[config.mk]
export PLATFORM = sky130hd
export DESIGN_NAME = dmem_access_unit
export DESIGN_NICKNAME = d
export VERILOG_FILES = /design/src/rtl/mem_pkg.sv /design/src/rtl/store_format.sv /design/src/rtl/dmem_access_unit.sv
export SDC_FILE = /design/constraint.sdc
export NUM_CORES = 1
export LEC_CHECK = 0
export CORE_UTILIZATION = 40
export DETAILED_ROUTE_END_ITERATION = 7
export GPL_TIMING_DRIVEN = 0
export PLACE_DENSITY = 0.75
export SYNTH_ARGS = -nofsm -noshare
export SYNTH_HDL_FRONTEND = slang
export SYNTH_SLANG_ARGS = --single-unit
[constraint.sdc]
create_clock -name clk -period 2.3 [get_ports clk]
set_input_delay 0.69 -clock clk [delete_from_list [all_inputs] [get_ports clk]]
set_output_delay 0.69 -clock clk [all_outputs]
set_load 0.05 [all_outputs]
[src/rtl/mem_pkg.sv]
// Shared data-memory definitions: access size encodings, access-unit state type
// and the alignment rule used when a request is accepted.
`timescale 1ns/1ps
package mem_pkg;

  localparam logic [1:0] MEM_BYTE     = 2'b00;
  localparam logic [1:0] MEM_HALF     = 2'b01;
  localparam logic [1:0] MEM_WORD     = 2'b10;
  localparam int         MEM_UNSIGNED = 2;

  typedef enum logic [1:0] {
    ST_IDLE = 2'd0,
    ST_REQ  = 2'd1,
    ST_WAIT = 2'd2,
    ST_RESP = 2'd3
  } dmem_state_t;

  // Size 2'b11 falls into the word rule, matching the store formatter.
  function automatic logic is_misaligned(input logic [1:0] size,
                                         input logic [1:0] addr_low);
    logic mis;
    case (size)
      MEM_BYTE: mis = 1'b0;
      MEM_HALF: mis = addr_low[0];
      default:  mis = (addr_low != 2'b00);
    endcase
    return mis;
  endfunction

endpackage

[src/rtl/store_format.sv]
// Combinational store lane formatter: byte enables and replicated lane data
// derived from access size and the low address bits.
`timescale 1ns/1ps
module store_format
  import mem_pkg::*;
(
  input  logic [1:0]  size,
  input  logic [1:0]  addr_low,
  input  logic [31:0] wdata,
  output logic [3:0]  be,
  output logic [31:0] lane_data
);

  always_comb begin
    be        = 4'b0000;
    lane_data = 32'h0;
    case (size)
      MEM_BYTE: begin
        be        = 4'b0001 << addr_low;
        lane_data = {4{wdata[7:0]}};
      end
      MEM_HALF: begin
        be        = addr_low[1] ? 4'b1100 : 4'b0011;
        lane_data = {2{wdata[15:0]}};
      end
      default: begin
        be        = 4'b1111;
        lane_data = wdata;
      end
    endcase
  end

endmodule

[src/rtl/dmem_access_unit.sv]
// Multi-cycle load/store access stage: captures one request, runs the
// req/gnt/rvalid bus handshake and hands a registered response to the formatter.
`timescale 1ns/1ps
module dmem_access_unit
  import mem_pkg::*;
#(
  parameter int TIMEOUT_CYCLES = 64,
  parameter bit STORE_WAIT_ACK = 1'b0
) (
  input  logic        clk,
  input  logic        rst_n,
  input  logic        req_valid,
  output logic        req_ready,
  input  logic        req_we,
  input  logic [31:0] req_addr,
  input  logic [31:0] req_wdata,
  input  logic [2:0]  req_mem_ctrl,
  output logic        stall,
  output logic        dmem_req,
  output logic        dmem_we,
  output logic [31:0] dmem_addr,
  output logic [3:0]  dmem_be,
  output logic [31:0] dmem_wdata,
  input  logic        dmem_gnt,
  input  logic        dmem_rvalid,
  input  logic [31:0] dmem_rdata,
  output logic        rsp_valid,
  output logic [31:0] rsp_rdata,
  output logic [1:0]  rsp_addr_low,
  output logic [2:0]  rsp_mem_ctrl,
  output logic        rsp_misalign,
  output logic        rsp_bus_err
);

  localparam int CNT_W = $clog2(TIMEOUT_CYCLES + 1);

  dmem_state_t  state;
  logic         we_q;
  logic [29:0]  word_addr_q;
  logic [3:0]   be_q;
  logic [31:0]  wdata_q;
  logic [1:0]   addr_low_q;
  logic [2:0]   mem_ctrl_q;
  logic [31:0]  rdata_q;
  logic         misalign_q;
  logic         bus_err_q;
  logic [CNT_W-1:0] tcnt;

  logic [3:0]   fmt_be;
  logic [31:0]  fmt_data;
  logic         accept;
  logic         misaligned;
  logic         timeout_hit;
  logic         in_req;

  store_format u_store_format (
    .size      (req_mem_ctrl[1:0]),
    .addr_low  (req_addr[1:0]),
    .wdata     (req_wdata),
    .be        (fmt_be),
    .lane_data (fmt_data)
  );

  assign accept      = req_valid && (state == ST_IDLE);
  assign misaligned  = is_misaligned(req_mem_ctrl[1:0], req_addr[1:0]);
  // The counter value seen here is the number of REQ/WAIT cycles already spent.
  assign timeout_hit = (tcnt == CNT_W'(TIMEOUT_CYCLES - 1));
  assign in_req      = (state == ST_REQ);

  always_ff @(posedge clk or negedge rst_n) begin
    if (!rst_n) begin
      state       <= ST_IDLE;
      we_q        <= 1'b0;
      word_addr_q <= 30'h0;
      be_q        <= 4'h0;
      wdata_q     <= 32'h0;
      addr_low_q  <= 2'b00;
      mem_ctrl_q  <= 3'b000;
      rdata_q     <= 32'h0;
      misalign_q  <= 1'b0;
      bus_err_q   <= 1'b0;
      tcnt        <= '0;
    end else begin
      case (state)
        ST_IDLE: begin
          if (accept) begin
            we_q        <= req_we;
            word_addr_q <= req_addr[31:2];
            be_q        <= req_we ? fmt_be : 4'b1111;
            wdata_q     <= req_we ? fmt_data : 32'h0;
            addr_low_q  <= req_addr[1:0];
            mem_ctrl_q  <= req_mem_ctrl;
            rdata_q     <= 32'h0;
            misalign_q  <= misaligned;
            bus_err_q   <= 1'b0;
            tcnt        <= '0;
            state       <= misaligned ? ST_RESP : ST_REQ;
          end
        end
        ST_REQ: begin
          tcnt <= tcnt + CNT_W'(1);
          if (dmem_gnt) begin
            state <= (!we_q || STORE_WAIT_ACK) ? ST_WAIT : ST_RESP;
          end else if (timeout_hit) begin
            bus_err_q <= 1'b1;
            state     <= ST_RESP;
          end
        end
        ST_WAIT: begin
          tcnt <= tcnt + CNT_W'(1);
          if (dmem_rvalid) begin
            rdata_q <= we_q ? 32'h0 : dmem_rdata;
            state   <= ST_RESP;
          end else if (timeout_hit) begin
            bus_err_q <= 1'b1;
            state     <= ST_RESP;
          end
        end
        default: state <= ST_IDLE;
      endcase
    end
  end

  assign req_ready    = (state == ST_IDLE);
  assign stall        = (state != ST_IDLE);
  assign dmem_req     = in_req;
  assign dmem_we      = in_req & we_q;
  assign dmem_addr    = in_req ? {word_addr_q, 2'b00} : 32'h0;
  assign dmem_be      = in_req ? be_q : 4'h0;
  assign dmem_wdata   = in_req ? wdata_q : 32'h0;
  assign rsp_valid    = (state == ST_RESP);
  assign rsp_rdata    = rdata_q;
  assign rsp_addr_low = addr_low_q;
  assign rsp_mem_ctrl = mem_ctrl_q;
  assign rsp_misalign = rsp_valid & misalign_q;
  assign rsp_bus_err  = rsp_valid & bus_err_q;

endmodule
; After elaboration in Yosys (flattened, before gate mapping)
; Index checks and enable logic that the tools add are counted.
[op_classes]
shifts = 1
bitwise = 3
n_mul = 0
n_eq_ne = 9
order_cmp = 0
addsub = 1
div = 0
n_mux = 27
reduce_logical = 13
[op_table]
columns = cell, count
row1 = $mux W32, 6
row2 = $pmux W32 S2, 2
row3 = $pmux W7 S2, 1
row4 = $mux W4, 3
row5 = $mux W2, 5
row6 = $pmux W4 S2, 1
row7 = $reduce_bool A2 Y1, 4
row8 = $add A7 B1 Y7 const B, 1
row9 = $eq A7 B6 Y1 const B, 1
row10 = $mux W7, 1
row11 = $ne A2 B2 Y1 const B, 3
row12 = $pmux W2 S3, 1
row13 = $mux W1, 5
row14 = $eq A2 B1 Y1 const B, 2
row15 = $eq A2 B2 Y1 const B, 2
row16 = $logic_not A2 Y1, 2
row17 = $reduce_and A2 Y1, 2
row18 = $reduce_and A4 Y1, 1
row19 = $shl A1 B2 Y4 const A, 1
row20 = $and A1 B1 Y1, 3
row21 = $pmux W1 S3, 1
row22 = $reduce_and A3 Y1, 1
row23 = $reduce_bool A3 Y1, 1
row24 = $ne A2 B1 Y1 const B, 1
row25 = 3 further kinds, 3
[word_totals]
mem_bits_rw = 0
regBits = 115
mem_bits_ro = 0
n_memories = 0
input_bits = 105
latchBits = 0
output_inout_bits = 112

; Logic depth before layout (Yosys ltp)
[logic_depth]
ltp_word = 5
depth_mapped = 8
ltp_nobuf = 6

; Modules after synthesis
; A second synthesis with hierarchy kept.
[hier_totals]
cells_unflattened = 590
area_unflattened_um2 = 5726.7
[by_module_without_submodules]
columns = module, n_inst, seq_area_each_um2, area_each_um2, cells_per_inst
row1 = dmem_access_unit, 1, 2877.8, 5202.5, 530
row2 = store_format, 1, 0.0, 524.3, 60

; Worst setup path after synthesis
; Ideal clock, no wire load.
[synth_timing]
path_type = register to output
startpoint = register state[1]
endpoint = output dmem_wdata[11]
arrival_time_ns = 2.091
path_buffers = 3
stages_incl_launch_ff = 7
setup_slack_ns = -0.481
path_cell_list = dfrtp_1 > inv_1 > ha_1 > buf_2 > clkbuf_1 > clkbuf_1 > and2_1
[synth_between]
elab_chain_cells = 2
[synth_lines]
columns = item, line
row1 = "start, declared", dmem_access_unit.sv:37  ; dmem_state_t state;
row2 = "start signal, assigned", dmem_access_unit.sv:97  ; state <= misaligned ? ST_RESP : ST_REQ;
row3 = "start signal, assigned", dmem_access_unit.sv:103  ; state <= (!we_q || STORE_WAIT_ACK) ? ST_WAIT : ST_RESP;
row4 = $eq A2 B1 Y1, dmem_access_unit.sv:68  ; assign in_req = (state == ST_REQ);
row5 = named net dmem_req, dmem_access_unit.sv:19  ; output logic dmem_req,
row6 = $mux W32, dmem_access_unit.sv:130  ; assign dmem_wdata = in_req ? wdata_q : 32'h0;
row7 = "end, declared", dmem_access_unit.sv:23  ; output logic [31:0] dmem_wdata,
; The timed path passes the listed nets, and every way through them passes these cells.

; Worst setup path in the final report
[layout_timing]
startpoint = register state[1]
endpoint = output dmem_wdata[25]
[layout_between]
elab_chain_cells = 2
[layout_lines]
columns = item, line
row1 = $eq A2 B1 Y1, dmem_access_unit.sv:68
row2 = $mux W32, dmem_access_unit.sv:130
; Every way passes these cells.

==> run summary <==
Leakage: 4.67 nW
Seq/Total Area, Yosys: 53.0%
Data arrival, critical path: 1.76 ns
DRC Markers: 0
Clock skew: 0.00700 ns
Fin cells: 1060
Detailed Place HPWL: 11600 um
Initial antenna violation count: 0
CTS root buf: clkbuf_16
Total Die Area: 14000 um2
Ys Warns: 0
Synthesized area per cell: 8.73 um2
Worst Tran Pin Value: 0.568 ns
Die height: 119 um
TritonCTS buffer count: 17
Crit end category: output pin
Vias: 5243
Final WL: 16700 um
Final ANT Viol Nets: 0
CTS Sinks: 115
WL/cell: 15.7 um
Failing checks: negative setup slack
Seq cells post-synth: 115
Cell Area, Synth: 5430 um2
CP Class: reg2out
Fin crit share: 107%
Multi-input logic area: 2480 um2
Core Region: 13200 um2
Slew margin rel.: 62.3%
Most frequent cells in the layout: 219 x nand2_1, 121 x clkdlybuf4s50_1, 115 x dfrtp_1, 49 x buf_6, 45 x nand3_1
IO Count: 217
DR iter-0 viols: 293
Post-route cell area: 9050 um2
GRT Util Overall: 24.4%
Num rows: 42
Maxcap violations: 0
Reg clk slew, reported paths: 0.06 ns
Top-area cell type share of the netlist area: 53.0%
Final Hold Vio Count: 0
Register Area: 2880 um2
Largest net degree at the start of global routing: 87
CTS tree: built
Layout area overhead: 66.8%
Die Wd: 119 um
Post-DR vias/cell: 4.95
Filler Cells Inserted: 1003
R2r setup slk: 0.27 ns
Drt pass-1 iters: 5
Startpoint types: flip-flop
Power Density: 1350 nW/um2
DP Cell Count: 1013
Top Family by Delay on Critical Path: buffers and inverters
Synth area leaders: dfrtp_1 53%, nand2_1 15%, and2_1 8.3%
Fin crit period: 2.45 ns
CTS H-tree lvls: 4
Max Slew Vio Count: 0
Final sum of negative setup slack: -6.30 ns
Port bufs: 213
Global-route wire length before repair: 27000 um
Clk_lat worst skew: 0.40 ns
Gr ovfl total: 0
Slowest stage delay, CP: 0.40 ns
Cell taking the most area after synthesis: dfrtp_1
Crit-path cells: inv_2 -> ha_4 -> buf_8 -> clkbuf_16 -> clkbuf_16 -> and2_4 -> buf_8
RSZ-0062 raised after global routing: yes
Clock buffer depth: 2
Post-layout net count: 981
Starting Density: 41.0%
Ant diodes: 0
Slowest cell on crit path: dfrtp_1
Most common cell after layout, fill and taps aside: nand2_1
Max Fclk: 408 MHz
Fraction of layout cells with a size suffix above 1: 23.0%
Critical Path RT: 1.61 ns
Outcome: complete, but fails checks
Cell count after synthesis: 622
Synth unique cells: 34
Vias in the first global route: 5368
Placer Congestion: 0.827
Area after DPL: 7880 um2
Final setup fails: 69
Worst-path fanout max: 7
Maximum VDD drop: 0.646 mV
CP bufs+invs: 5
Hold Path Class: in2async
Slack of the critical path: -0.154 ns
[registers in the layout (all words and copies together) (netlist names)]
name          flops
rsp_rdata        32
wdata_q          32
word_addr_q      30
tcnt              7
be_q              4
rsp_mem_ctrl      3
rsp_addr_low      2
state             2
bus_err_q         1
misalign_q        1
we_q              1
[worst reg2reg max path: cells and delay by family (launching register included)]
| family | cells | cell delay [ns] |
|---|---|---|
| AOI/OAI and AO/OA | 1 | 0.19 |
| adders and majority gates | 1 | 0.19 |
| buffers and inverters | 5 | 0.82 |
| DFF | 1 | 0.40 |
| and+or+nand+nor | 2 | 0.30 |
[where the power goes]
group	switching, W	internal (W)
logic	0.00372	0.00238
clock network	0.000938	0.00201
registers	0.000430	0.00275
total	0.00509	0.00715
[routing by layer]
metal / global-route usage [%] / share of wire, %
met1: 30.1 / 42
met2: 40.6 / 49
met3: 7.09 / 7.0
met4: 9.10 / 1.8
met5: 0 / 0
[layout make-up]
type / count / share of cell area [%]
Sequential cell: 115 / 31.8
Timing Repair Buffer: 229 / 27.7
Multi-Input combinational cell: 463 / 27.4
Tap cell: 176 / 2.43
Clock inverter: 12 / 2.22
Clock buffer: 20 / 5.15
Inverter: 5 / 0.207
Buffer: 40 / 3.15
[timing repair]
action / 4_1_cts / 5_1_grt
hold buffers: 0 / 0
gates resized for setup: 542 / 52
endpoints found under the setup margin: 74 / 89
buffers inserted: 7 / 4
gates cloned: 3 / 2
[metrics by stage]
| step | utilization [%] | hold WS, ns | setup slack, ns | power [W] |
|---|---|---|---|---|
| 5_1_grt | 68.4 | 0.163 | -0.201 | 0.0129 |
| 4_1_cts | 67.2 | 0.160 | -0.156 | 0.0121 |
| 6_report | 68.4 | 0.156 | -0.154 | 0.0122 |
| 3_3_place_gp | 59.3 | 0.447 | -3.90 | 0.00835 |
| 2_1_floorplan | - | 0.394 | 0.0120 | 0.00668 |
| 3_5_place_dp | 59.5 | 0.454 | -0.882 | 0.00851 |
[kinds of logic (layout without fill, tap and decap cells)]
family                     after synthesis  after routing  synth area share (%)
other                                    1              2                0.0691
buffers and inverters                   45            306                  3.83
DFF                                    115            115                  53.0
AOI/OAI and AO/OA                       65             65                  6.84
muxes                                   25             25                  4.61
and+or+nand+nor                        366            366                  30.5
adders and majority gates                5              5                  1.15
[worst paths after layout]
check / from / to / cells after the start
worst max-delay path: state[1] / dmem_wdata[25] / 7
worst min-delay path: rst_n / rsp_rdata[24] / 1
worst max register to register: state[1] / wdata_q[13] / 9
worst min register to register: rsp_rdata[0] / rsp_rdata[0] / 2
max in group asynchronous: rst_n / word_addr_q[27] / 2
min in group clk: rsp_rdata[0] / rsp_rdata[0] / 2
[synth_stat cells, drive strengths merged]
master   number
a2111oi       3
a21boi        1
a21oi        14
a31oi         2
and2         72
and2b         1
and3          2
buf          24
clkbuf       16
conb          1
dfrtp       115
ha            5
inv           5
mux2i        25
nand2       220
nand2b        3
nand3        45
nor2         17
nor2b         3
nor3          2
nor3b         1
o21a          3
o21ai        37
o21bai        1
o22ai         1
o31ai         2
o41ai         1
No activity file was read; power rests on OpenSTA's default activity.
